**src/rtl/load_pkg.sv**
```systemverilog
// Shared definitions for the load read path: size codes, FSM state encoding
// and the alignment rule used by both the FSM and its consumers.
package load_pkg;

    localparam int WAIT_W = 4;

    localparam logic [1:0] SZ_BYTE  = 2'd0;
    localparam logic [1:0] SZ_HALF  = 2'd1;
    localparam logic [1:0] SZ_WORD  = 2'd2;
    localparam logic [1:0] SZ_DWORD = 2'd3;

    typedef logic [1:0] state_t;

    localparam state_t ST_IDLE   = 2'd0;
    localparam state_t ST_ACCESS = 2'd1;
    localparam state_t ST_DONE   = 2'd2;

    // A dword is only reachable on a 64-bit bus; offsets are zero-padded to 3 bits.
    function automatic logic is_misaligned(input logic [2:0] offs,
                                           input logic [1:0] size,
                                           input logic       wide);
        logic mis;
        case (size)
            SZ_BYTE: mis = 1'b0;
            SZ_HALF: mis = offs[0];
            SZ_WORD: mis = (offs[1:0] != 2'd0);
            default: mis = (offs != 3'd0) || !wide;
        endcase
        return mis;
    endfunction

endpackage

```
**src/rtl/load_extract.sv**
```systemverilog
// Byte-lane select and sign/zero extension of a loaded field (little-endian).
module load_extract
    import load_pkg::*;
#(
    parameter int DATA_W = 32,
    parameter int OFFS_W = $clog2(DATA_W / 8)
) (
    input  logic [DATA_W-1:0] data,
    input  logic [OFFS_W-1:0] offs,
    input  logic [1:0]        size,
    input  logic              sign_ext,
    output logic [DATA_W-1:0] result
);

    logic [DATA_W-1:0] shifted;
    logic [DATA_W-1:0] mask;
    logic [DATA_W-1:0] top;
    logic              msb;

    // The field MSB is found through the top bit of the mask, so a full-width
    // mask leaves ~mask empty and sign_ext has no effect.
    always_comb begin
        shifted = data >> {offs, 3'b000};
        case (size)
            SZ_BYTE: mask = DATA_W'(8'hFF);
            SZ_HALF: mask = DATA_W'(16'hFFFF);
            SZ_WORD: mask = DATA_W'(32'hFFFF_FFFF);
            default: mask = '1;
        endcase
        top    = mask & ~(mask >> 1);
        msb    = |(shifted & top);
        result = (shifted & mask) | ((sign_ext && msb) ? ~mask : '0);
    end

endmodule

```
**src/rtl/load_read_unit.sv**
```systemverilog
// Load read unit: accepts a load, strobes memory for WAIT_STATES+1 cycles,
// captures the data and returns the extracted, extended field with a valid pulse.
module load_read_unit
    import load_pkg::*;
#(
    parameter int DATA_W      = 32,
    parameter int WAIT_STATES = 1,
    parameter int OFFS_W      = $clog2(DATA_W / 8)
) (
    input  logic              clk,
    input  logic              reset,
    input  logic              MemRead,
    input  logic [OFFS_W-1:0] addr_lo,
    input  logic [1:0]        size,
    input  logic              sign_ext,
    input  logic [DATA_W-1:0] mem_rdata,
    output logic              mem_re,
    output logic [DATA_W-1:0] ReadData,
    output logic              read_valid,
    output logic              misaligned,
    output logic              busy
);

    state_t              state;
    logic [WAIT_W-1:0]   wait_cnt;
    logic [OFFS_W-1:0]   offs_q;
    logic [1:0]          size_q;
    logic                sign_q;
    logic [DATA_W-1:0]   data_q;
    logic [DATA_W-1:0]   rdata_q;
    logic                valid_q;
    logic                misal_q;
    logic [DATA_W-1:0]   ext_data;
    logic                req_mis;
    logic                done_mis;

    assign req_mis  = is_misaligned(3'(addr_lo), size, DATA_W == 64);
    assign done_mis = is_misaligned(3'(offs_q), size_q, DATA_W == 64);

    load_extract #(
        .DATA_W (DATA_W),
        .OFFS_W (OFFS_W)
    ) u_extract (
        .data     (data_q),
        .offs     (offs_q),
        .size     (size_q),
        .sign_ext (sign_q),
        .result   (ext_data)
    );

    always_ff @(posedge clk) begin
        if (reset) begin
            state    <= ST_IDLE;
            wait_cnt <= '0;
            offs_q   <= '0;
            size_q   <= '0;
            sign_q   <= 1'b0;
            data_q   <= '0;
            rdata_q  <= '0;
            valid_q  <= 1'b0;
            misal_q  <= 1'b0;
        end else begin
            valid_q <= 1'b0;
            misal_q <= 1'b0;
            rdata_q <= '0;
            case (state)
                ST_IDLE: begin
                    if (MemRead) begin
                        offs_q   <= addr_lo;
                        size_q   <= size;
                        sign_q   <= sign_ext;
                        wait_cnt <= WAIT_W'(WAIT_STATES);
                        state    <= req_mis ? ST_DONE : ST_ACCESS;
                    end
                end
                ST_ACCESS: begin
                    if (wait_cnt == '0) begin
                        data_q <= mem_rdata;
                        state  <= ST_DONE;
                    end else begin
                        wait_cnt <= wait_cnt - 1'b1;
                    end
                end
                ST_DONE: begin
                    // Result is registered here, so the pulse lands in the following IDLE cycle.
                    valid_q <= 1'b1;
                    misal_q <= done_mis;
                    rdata_q <= done_mis ? '0 : ext_data;
                    state   <= ST_IDLE;
                end
                default: state <= ST_IDLE;
            endcase
        end
    end

    assign mem_re     = !reset && (state == ST_ACCESS);
    assign busy       = !reset && (state != ST_IDLE);
    assign read_valid = !reset && valid_q;
    assign misaligned = !reset && misal_q;
    assign ReadData   = reset ? '0 : rdata_q;

endmodule
```
**config.mk**
```make
export PLATFORM = sky130hd
export DESIGN_NAME = load_read_unit
export DESIGN_NICKNAME = d
export VERILOG_FILES = /design/src/rtl/load_pkg.sv /design/src/rtl/load_extract.sv /design/src/rtl/load_read_unit.sv
export SDC_FILE = /design/constraint.sdc
export NUM_CORES = 1
export LEC_CHECK = 0
export CORE_MARGIN = 2
export CORE_UTILIZATION = 30
export CTS_BUF_LIST = sky130_fd_sc_hd__clkbuf_8
export CTS_CLUSTER_SIZE = 24
export DETAILED_ROUTE_END_ITERATION = 7
export SLEW_MARGIN = 20
export SYNTH_ARGS = -nofsm -noshare
export SYNTH_HDL_FRONTEND = slang
export SYNTH_HIERARCHICAL = 1
export SYNTH_SLANG_ARGS = --single-unit
```
**constraint.sdc**
```tcl
create_clock -name clk -period 1.75 [get_ports clk]
set_input_delay 0.35 -clock clk [delete_from_list [all_inputs] [get_ports clk]]
set_output_delay 0.35 -clock clk [all_outputs]
set_load 0.01 [all_outputs]
```
Word level (Yosys, flattened, before mapping)
Cells that the tools add are included.
- register bits: 77
- input bits: 40
- word-level logic and storage cells: 61
- output and inout port bits: 36
- mux-type cells: 13
- $add $sub $neg: 1
- shifts and indexed selects: 1
- reduce and logical (&&, ||, !) cells: 21
- bitwise operators: 7
- eq/ne operators: 9
- operator list (operator ; count):
    32-bit AND ; 3
    32-bit two-way mux ; 2
    32-bit case mux with 2 select lines ; 1
    31-bit NOT with 32-bit output ; 1
    32-bit NOT ; 1
    32-bit OR ; 1
    32-bit OR reduction ; 1
    32-bit by 5-bit >> shifter with 32-bit output ; 1
    4-bit two-way mux ; 2
    4-bit case mux with 2 select lines ; 1
    2-bit nonzero test ; 4
    2-bit by 1-bit equality test with 1-bit output (second input constant) ; 3
    2-bit equality test (second input constant) ; 3
    2-bit logical NOT ; 3
    2-bit two-way mux ; 3
    2-bit inequality test (second input constant) ; 3
    1-bit case mux with 3 select lines ; 2
    2-bit AND reduction ; 3
    1-bit logical AND ; 5
    4-bit logical NOT ; 1
    2-bit case mux with 2 select lines ; 1
    4-bit by 1-bit subtractor with 4-bit output (second input constant) ; 1
    3-bit AND reduction ; 1
    3-bit OR reduction ; 1
    other kinds (4) ; 4

Depth between registers and ports, before layout
Gate-level depths: netlist (run 1).
- depth in word-level cells: 9
- gate-level depth with buffers: 7

Modules after synthesis
The synthesis (run 1) kept the hierarchy.
- modules (own cells, without submodules) (module ; area each (µm²) ; times used ; cells an instance ; seq. area each (µm²)):
    load_read_unit ; 2889.0 ; 1 ; 317 ; 1541.5
    load_extract ; 739.5 ; 1 ; 110 ; 0.0

Worst setup path before layout (run 1)
Ideal clock, no wire load.
- path kind: register to register
- start: reg wait_cnt[0]
- end: reg data_q[10]
- setup slack: 223 ps
- arrival: 1395 ps
- cell stages (with the launch flop): 8
- clock period less this slack: 1527 ps
- cells stage by stage: dfxtp_1 inv_1 ha_1 or3b_1 clkbuf_1 clkbuf_1 o21ai_0 a21oi_1
- word-level cells in the longest chain between the ends: 2
- ends and longest elaborated chain (item ; RTL line ; text):
    from (decl) ; load_read_unit.sv:25 ; logic [WAIT_W-1:0] wait_cnt;
    from (signal assigned) ; load_read_unit.sv:72 ; wait_cnt <= WAIT_W'(WAIT_STATES);
    from (signal assigned) ; load_read_unit.sv:81 ; wait_cnt <= wait_cnt - 1'b1;
    4-bit logical NOT ; load_read_unit.sv:77 ; if (wait_cnt == '0) begin
    2-bit AND reduction (no source line) ; -- ;
    to (signal assigned) ; load_read_unit.sv:78 ; data_q <= mem_rdata;
    to (decl) ; load_read_unit.sv:29 ; logic [DATA_W-1:0] data_q;
No other way between the ends.
A chain may end at the register's enable or synchronous reset.

Worst setup path after layout (run 1)
- start: reg state[1]
- end: out mem_re
- word-level cells in the longest chain between the ends: 2
- ends and longest elaborated chain (item ; RTL line ; text):
    from (decl) ; load_read_unit.sv:24 ; state_t state;
    from (signal assigned) ; load_read_unit.sv:73 ; state <= req_mis ? ST_DONE : ST_ACCESS;
    2-bit by 1-bit equality test with 1-bit output ; load_read_unit.sv:96 ; assign mem_re = !reset && (state == ST_ACCESS);
    1-bit logical AND ; load_read_unit.sv:96 ;
    to (decl) ; load_read_unit.sv:17 ; output logic mem_re,
No other way between the ends.

==> results of run 1 <==
-- final timing paths --
check | cells past startpoint | slack [ns] | to | startpoint
setup / recovery | 4 | 0.06 | mem_re | state[1]
hold / removal | 2 | 0.47 | data_q[0] | data_q[0]
setup reg to reg | 6 | 0.09 | wait_cnt[1] | wait_cnt[0]
hold reg to reg | 2 | 0.47 | data_q[0] | data_q[0]
-- layout make-up --
type	instances	area (sq um)	area share, %
clock buffer	10	137.6	2.824
clock inverter	4	42.54	0.8729
inverter	3	11.26	0.2311
multi-input combinational	310	1911	39.20
sequential	77	1543	31.66
tap	147	183.9	3.774
timing repair buffer	102	1045	21.44
-- cell usage in the layout, fill, tap and decap left out, types with 2 or more instances in the layout --
| master | count |
|---|---|
| dlygate4sd2_1 | 2 |
| dfxtp_1 | 76 |
| nor2b_1 | 43 |
| a21oi_1 | 43 |
| clkbuf_8 | 10 |
| o21ai_1 | 4 |
| nand3_1 | 32 |
| and2_1 | 32 |
| nor3b_1 | 2 |
| inv_1 | 5 |
| buf_12 | 6 |
| clkdlybuf4s50_1 | 64 |
| or3_1 | 2 |
| dlymetal6s2s_1 | 8 |
| a211oi_1 | 16 |
| buf_4 | 20 |
| mux2i_1 | 23 |
| nand2b_4 | 2 |
| nand2_1 | 18 |
| o21ai_0 | 39 |
| nor3_1 | 4 |
| o21ai_2 | 2 |
| nor2_1 | 27 |
-- registers in the layout, indices dropped and copies added (netlist names) --
signal	cells
state	2
size_q	2
misal_q	1
valid_q	1
offs_q	2
rdata_q	32
wait_cnt	4
sign_q	1
data_q	32
-- per-layer routing --
| metal | up-vias | share of wire [%] |
|---|---|---|
| li1 | 1614 | - |
| met5 | - | 0 |
| met1 | 1447 | 47 |
| met3 | 14 | 4.2 |
| met2 | 78 | 46 |
| met4 | 0 | 1.9 |
-- critical path: cells and delay by family (launching register included) --
family                 cells  cell delay, ns
DFF                        1            0.31
and+or+nand+nor            2            0.28
buffers and inverters      2            0.40
-- power groups by stage --
stage                     combinational (mW)  clock [mW]  sequential (mW)
after floorplan                        0.353           0             1.87
after global placement                 0.593           0             1.88
after detailed placement               0.599           0             1.89
after CTS                              0.600        1.29             1.85
after global routing                   0.658        1.36             1.85
final                                  0.598        1.25             1.85
-- cell families after synthesis --
| family | after synthesis |
|---|---|
| DFF | 77 |
| muxes | 25 |
| buffers and inverters | 40 |
| and+or+nand+nor | 172 |
| adders and majority gates | 1 |
| AOI/OAI and AO/OA | 112 |
-- metrics by stage --
stage	worst slack, ns	cells	hold slack (ns)	cell area (sq um)
global placement	-0.006689	639	0.4649	4671
global route	0.0006857	653	0.5116	4873
floorplan	0.2228	427	0.4489	3628
detailed placement	0.01518	639	0.4662	4671
finish	0.05723	653	0.4750	4873
CTS	0.007296	653	0.4765	4852
==> insert_results.sql, run 1 <==
INSERT INTO impl_metrics (metric_group, metric, value, unit) VALUES
('status', 'outcome', 'finished clean', ''),
('cts', 'root_buffer', 'clkbuf_8', ''),
('layout', 'num-fill-cells', '1239', ''),
('synth', 'most_common_cell_in_the_synthesized_netlist', 'dfxtp_1', ''),
('placement', 'port-buffer-count', '75', ''),
('synth', 'synthMuxAreaShare', '7.069', '%'),
('setup_path', 'worstSetupPathType', 'reg -> out', ''),
('die', 'die_extent_in_y', '114.0', 'um'),
('synth', 'asyncSetResetFlopFracSynth', '0', '%'),
('die', 'die_width', '114.0', 'um'),
('routing', 'via_count', '3153', ''),
('cts', 'cts_max_level', '3', ''),
('cts', 'holdBufCountCts', '0', ''),
('placement', 'detailed_place_hpwl', '7014', 'um'),
('global_route', 'via_count_of_the_first_global_routing_pass', '3031', ''),
('timing', 'timing.final.crit_period', '1.693', 'ns'),
('synth', 'synth.top_cell.area_share', '42.48', '%'),
('timing', 'max-slew-margin-rel', '70.36', '%'),
('synth', 'yosysSeqAreaShare', '42.48', '%'),
('power_and_ir_drop', 'power_switching_share', '25.28', '%'),
('setup_path', 'worstPathMaxFanout', '2', ''),
('setup_path', 'endpoint_kind', 'output port', ''),
('synth', 'yosys.area_share.xor_xnor', '0', '%'),
('synth', 'count_of_state_elements_after_synthesis', '77', ''),
('layout', 'finalCoreUtilization', '40.91', '%'),
('cts', 'tritoncts', 'yes', ''),
('global_route', 'global_route.overflow_total', '0', ''),
('power_and_ir_drop', 'ir_worst_vdd', '0.3699', 'mV'),
('global_route', 'groute.layer.met3.usage', '2.710', '%'),
('timing', 'final-setup-viol-count', '0', ''),
('power_and_ir_drop', 'power.static_leakage', '1.963', 'nW'),
('routing', 'routed_wl', '8959', 'um'),
('worst_hold_path', 'min_path_type', 'reg -> reg', ''),
('timing', 'finalMaxSlewViolations', '0', ''),
('timing', 'clock.fmax', '0.5907', 'GHz'),
('die', 'dieArea', '0.01299', 'sq mm'),
('synth', 'synthCells', '427', ''),
('die', 'initial_cell_density_of_the_core', '30.46', '%'),
('cts', 'clkTransAtPathRegs', '0.07', 'ns'),
('timing', 'fin_crit_sh', '96.73', '%'),
('global_route', 'grt_pass1_wl', '14610', 'um'),
('routing', 'drtAntennaViolNets', '0', ''),
('layout', 'post_route_cells_drive_above_1_share', '11.46', '%'),
('global_route', 'groute.usage.overall', '14.21', '%'),
('cts', 'post_cts_setup_buffers', '0', ''),
('synth', 'syn-cell-area', '0.003628', 'sq mm'),
('setup_path', 'worst_setup_path_start_kind', 'register', ''),
('timing', 'rsz_0062_raised_after_global_routing', 'no', ''),
('power_and_ir_drop', 'power_frac_comb', '16.2', '%'),
('setup_path', 'critPathSlowestCell', 'dfxtp_1', ''),
('synth', 'synth_warnings', '6', ''),
('global_route', 'pin_count_of_the_biggest_net_entering_global_routing', '37', ''),
('cts', 'cts_sinks', '77', ''),
('synth', 'synth-adder-area-share', '0.3448', '%'),
('global_route', 'grt_antenna_before_repair', '0', ''),
('routing', 'dr.pass1.iters', '4', ''),
('synth', 'synth_enable_flop_cells', '0', ''),
('synth', 'ys.flop_type', 'dfxtp_1', ''),
('synth', 'synth_area_in_compound_gates', '18.55', '%'),
('setup_path', 'worst-endpoint-required', '1.40', 'ns'),
('timing', 'max_slew.worst_pin.slew', '0.4430', 'ns'),
('timing', 'final_hold_viol_count', '0', ''),
('timing', 'final.setup_skew', '0.006653', 'ns'),
('cts', 'cts-resized-gates', '3', ''),
('routing', 'drc', '0', ''),
('synth', 'synth_simple_gate_area_share', '26.45', '%'),
('synth', 'post_synth.cell_area_avg', '8.498', 'sq um'),
('die', 'ioPinCount', '76', ''),
('synth', 'combinational_family_with_the_most_area_after_synthesis', 'simple AND/OR/NAND/NOR gates', ''),
('synth', 'synth.largest_area_cell', 'dfxtp_1', ''),
('placement', 'routabilityCongestion', '0.8787', '');
Note: power is estimated with default switching activity, not from simulation.
==> run 2, diff against run 1 <==
PLACE_DENSITY = 0.58   (was default)
==> run 2 against run 1 <==
Flip-flop and latch count unchanged. Cell count decreased by 0.15%. Global-route usage decreased by 0.054 points. Critical path type unchanged.
==> insert_results.sql, run 2 (synthesized netlist as in run 1, its figures left out) <==
INSERT INTO impl_metrics (metric_group, metric, value, unit) VALUES
('status', 'outcome', 'finished clean', ''),
('layout', 'finalCoreUtilization', '41.38', '%'),
('routing', 'drc', '0', ''),
('placement', 'dpl-instance-area', '0.004673', 'sq mm'),
('routing', 'routed_wl', '8994', 'um'),
('global_route', 'grt_pass1_wl', '14520', 'um'),
('layout', 'post_route_cells_drive_above_1_share', '12.28', '%'),
('timing', 'rsz_0062_raised_after_global_routing', 'no', ''),
('setup_path', 'worst-endpoint-required', '1.40', 'ns'),
('layout', 'final_cell_mix', 'dfxtp_1 (76), clkdlybuf4s50_1 (56), nor2b_1 (43), a21oi_1 (43), o21ai_0 (39)', ''),
('global_route', 'via_count_of_the_first_global_routing_pass', '2942', ''),
('cts', 'tritoncts', 'yes', ''),
('routing', 'via_count', '3092', ''),
('routing', 'drt-wirelength-per-cell', '13.79', 'um'),
('power_and_ir_drop', 'power.static_leakage', '2.103', 'nW'),
('timing', 'final-setup-viol-count', '0', ''),
('placement', 'placedCellCount', '636', ''),
('die', 'initial_cell_density_of_the_core', '30.46', '%'),
('layout', 'largestRegisters', 'data_q: 32 flops, rdata_q: 32 flops, wait_cnt: 4 flops', ''),
('timing', 'timing.final.crit_period', '1.683', 'ns'),
('die', 'die_width', '114.0', 'um'),
('placement', 'detailed_place_hpwl', '6896', 'um'),
('timing', 'final_hold_viol_count', '0', ''),
('die', 'row_count', '40', ''),
('setup_path', 'critical_path.max_stage_delay', '0.54', 'ns'),
('power_and_ir_drop', 'power_total', '3.785', 'mW'),
('placement', 'routabilityCongestion', '0.8579', ''),
('layout', 'area_growth_syn_to_layout', '35.83', '%'),
('cts', 'clk-insertion-delay-late', '0.35', 'ns'),
('power_and_ir_drop', 'ir_worst_vdd', '0.3186', 'mV'),
('global_route', 'global_route.overflow_total', '0', ''),
('layout', 'num-nets-final', '541', ''),
('setup_path', 'cp_data_arrival_time', '1.33', 'ns'),
('die', 'core_region_area', '0.01191', 'sq mm'),
('cts', 'clkTransAtPathRegs', '0.08', 'ns'),
('worst_hold_path', 'min_path_type', 'reg -> reg', ''),
('cts', 'holdBufCountCts', '0', ''),
('routing', 'dr.pass1.iters', '4', ''),
('die', 'die_extent_in_y', '114.0', 'um'),
('timing', 'max_slew.worst_pin.slew', '0.4539', 'ns'),
('die', 'dieArea', '0.01299', 'sq mm'),
('cts', 'cts_buffer_depth', '2', ''),
('layout', 'post_layout_nonfiller_instances', '652', ''),
('setup_path', 'critPathSlowestCell', 'clkdlybuf4s50_1', ''),
('global_route', 'groute.usage.overall', '14.16', '%'),
('cts', 'root_buffer', 'clkbuf_8', ''),
('setup_path', 'endpoint_kind', 'output port', ''),
('timing', 'layout_setup_ws', '0.06675', 'ns'),
('setup_path', 'worstPathMaxFanout', '1', ''),
('cts', 'cts_made_buffers', '9', ''),
('timing', 'final.setup_skew', '0.007871', 'ns'),
('layout', 'num_antenna_cells', '0', ''),
('cts', 'cts_sinks', '77', ''),
('global_route', 'grt_antenna_before_repair', '0', ''),
('timing', 'max-slew-margin-rel', '69.74', '%'),
('run', 'max_cap_violations', '0', ''),
('timing', 'finalMaxSlewViolations', '0', ''),
('routing', 'vias_per_cell', '4.742', ''),
('setup_path', 'worstSetupPathType', 'reg -> out', ''),
('routing', 'drtAntennaViolNets', '0', ''),
('global_route', 'pin_count_of_the_biggest_net_entering_global_routing', '37', ''),
('setup_path', 'worst_setup_path_start_kind', 'register', ''),
('layout', 'design_area_final', '0.004928', 'sq mm'),
('placement', 'port-buffer-count', '75', ''),
('power_and_ir_drop', 'powerDensity', '768.1', 'mW/mm^2'),
('timing', 'fin_crit_sh', '96.19', '%'),
('die', 'ioPinCount', '76', ''),
('timing', 'clock.fmax', '0.5941', 'GHz'),
('placement', 'post-place-ws', '-0.04574', 'ns'),
('setup_path', 'path_cells', 'nor2b_1 > clkdlybuf4s50_1', ''),
('cts', 'cts_max_level', '3', ''),
('layout', 'commonest_non_fill_non_tap_cell_in_the_layout', 'dfxtp_1', ''),
('routing', 'drtIter0Drc', '164', '');
==> run 2: cell types whose count changed in the layout (fill, tap and decap cells not counted), moves of 2 or more <==
cell | before | now
dlymetal6s2s_1 | 8 | 16
clkdlybuf4s50_1 | 64 | 56
clkinv_4 | 0 | 2
buf_4 | 20 | 17
buf_12 | 6 | 8
==> run 2: routing by layer <==
metal  part of all wire [%]  vias up  GRT usage, %
met5                      0        -             0
met4                    1.6        0         5.691
met3                    4.8       11         3.294
met2                     45       82         21.63
met1                     49     1383         19.30
li1                       -     1616             -
==> run 2: stage by stage <==
| step | TNS [ns] | hold WS [ns] |
|---|---|---|
| 6_report | 0 | 0.4746 |
| 5_1_grt | 0 | 0.4943 |
| 4_1_cts | 0 | 0.4765 |
| 3_5_place_dp | -0.04574 | 0.4667 |
| 3_3_place_gp | -0.04874 | 0.4649 |
| 2_1_floorplan | 0 | 0.4489 |
==> run 2: path summary, 6_finish.rpt <==
check / end / from / depth (start not counted) / slack, ns
setup / recovery: ReadData[2] / rdata_q[2] / 2 / 0.07
hold / removal: data_q[4] / data_q[4] / 2 / 0.47
setup reg to reg: wait_cnt[3] / wait_cnt[0] / 5 / 0.12
hold reg to reg: data_q[4] / data_q[4] / 2 / 0.47
==> run 2: critical path: cells and delay by family, from the launching register on <==
kind / cells / cell delay, ns
buffers and inverters: 1 / 0.54
and+or+nand+nor: 1 / 0.13
DFF: 1 / 0.32
==> run 2: area by class of cell <==
type | instances | area [sq um]
Clock buffer | 10 | 137.6
Clock inverter | 6 | 63.81
Fill cell | 1191 | 6983
Inverter | 3 | 11.26
Multi-Input combinational cell | 310 | 1927
Sequential cell | 77 | 1543
Tap cell | 147 | 183.9
Timing Repair Buffer | 99 | 1062
==> run 2: power by group <==
group	switching, mW	internal [mW]	total [mW]	leakage (nW)
Clock	0.636	0.694	1.33	0.104
Sequential	0.0451	1.80	1.84	0.623
Combinational	0.315	0.295	0.610	1.38
==> run 2: timing repair <==
action | 4_1_cts | 5_1_grt
resized for setup | 5 | 19
endpoints found under the setup margin | 2 | 41
pin swaps | 0 | 0
setup buffers | 0 | 0
==> run 3, diff against run 2 <==
GPL_ROUTABILITY_DRIVEN = 0   (was default)
HOLD_SLACK_MARGIN = 0.06   (was default)
==> results of run 3 <==
Final layout, timing and power as in run 2 (identical DEF).
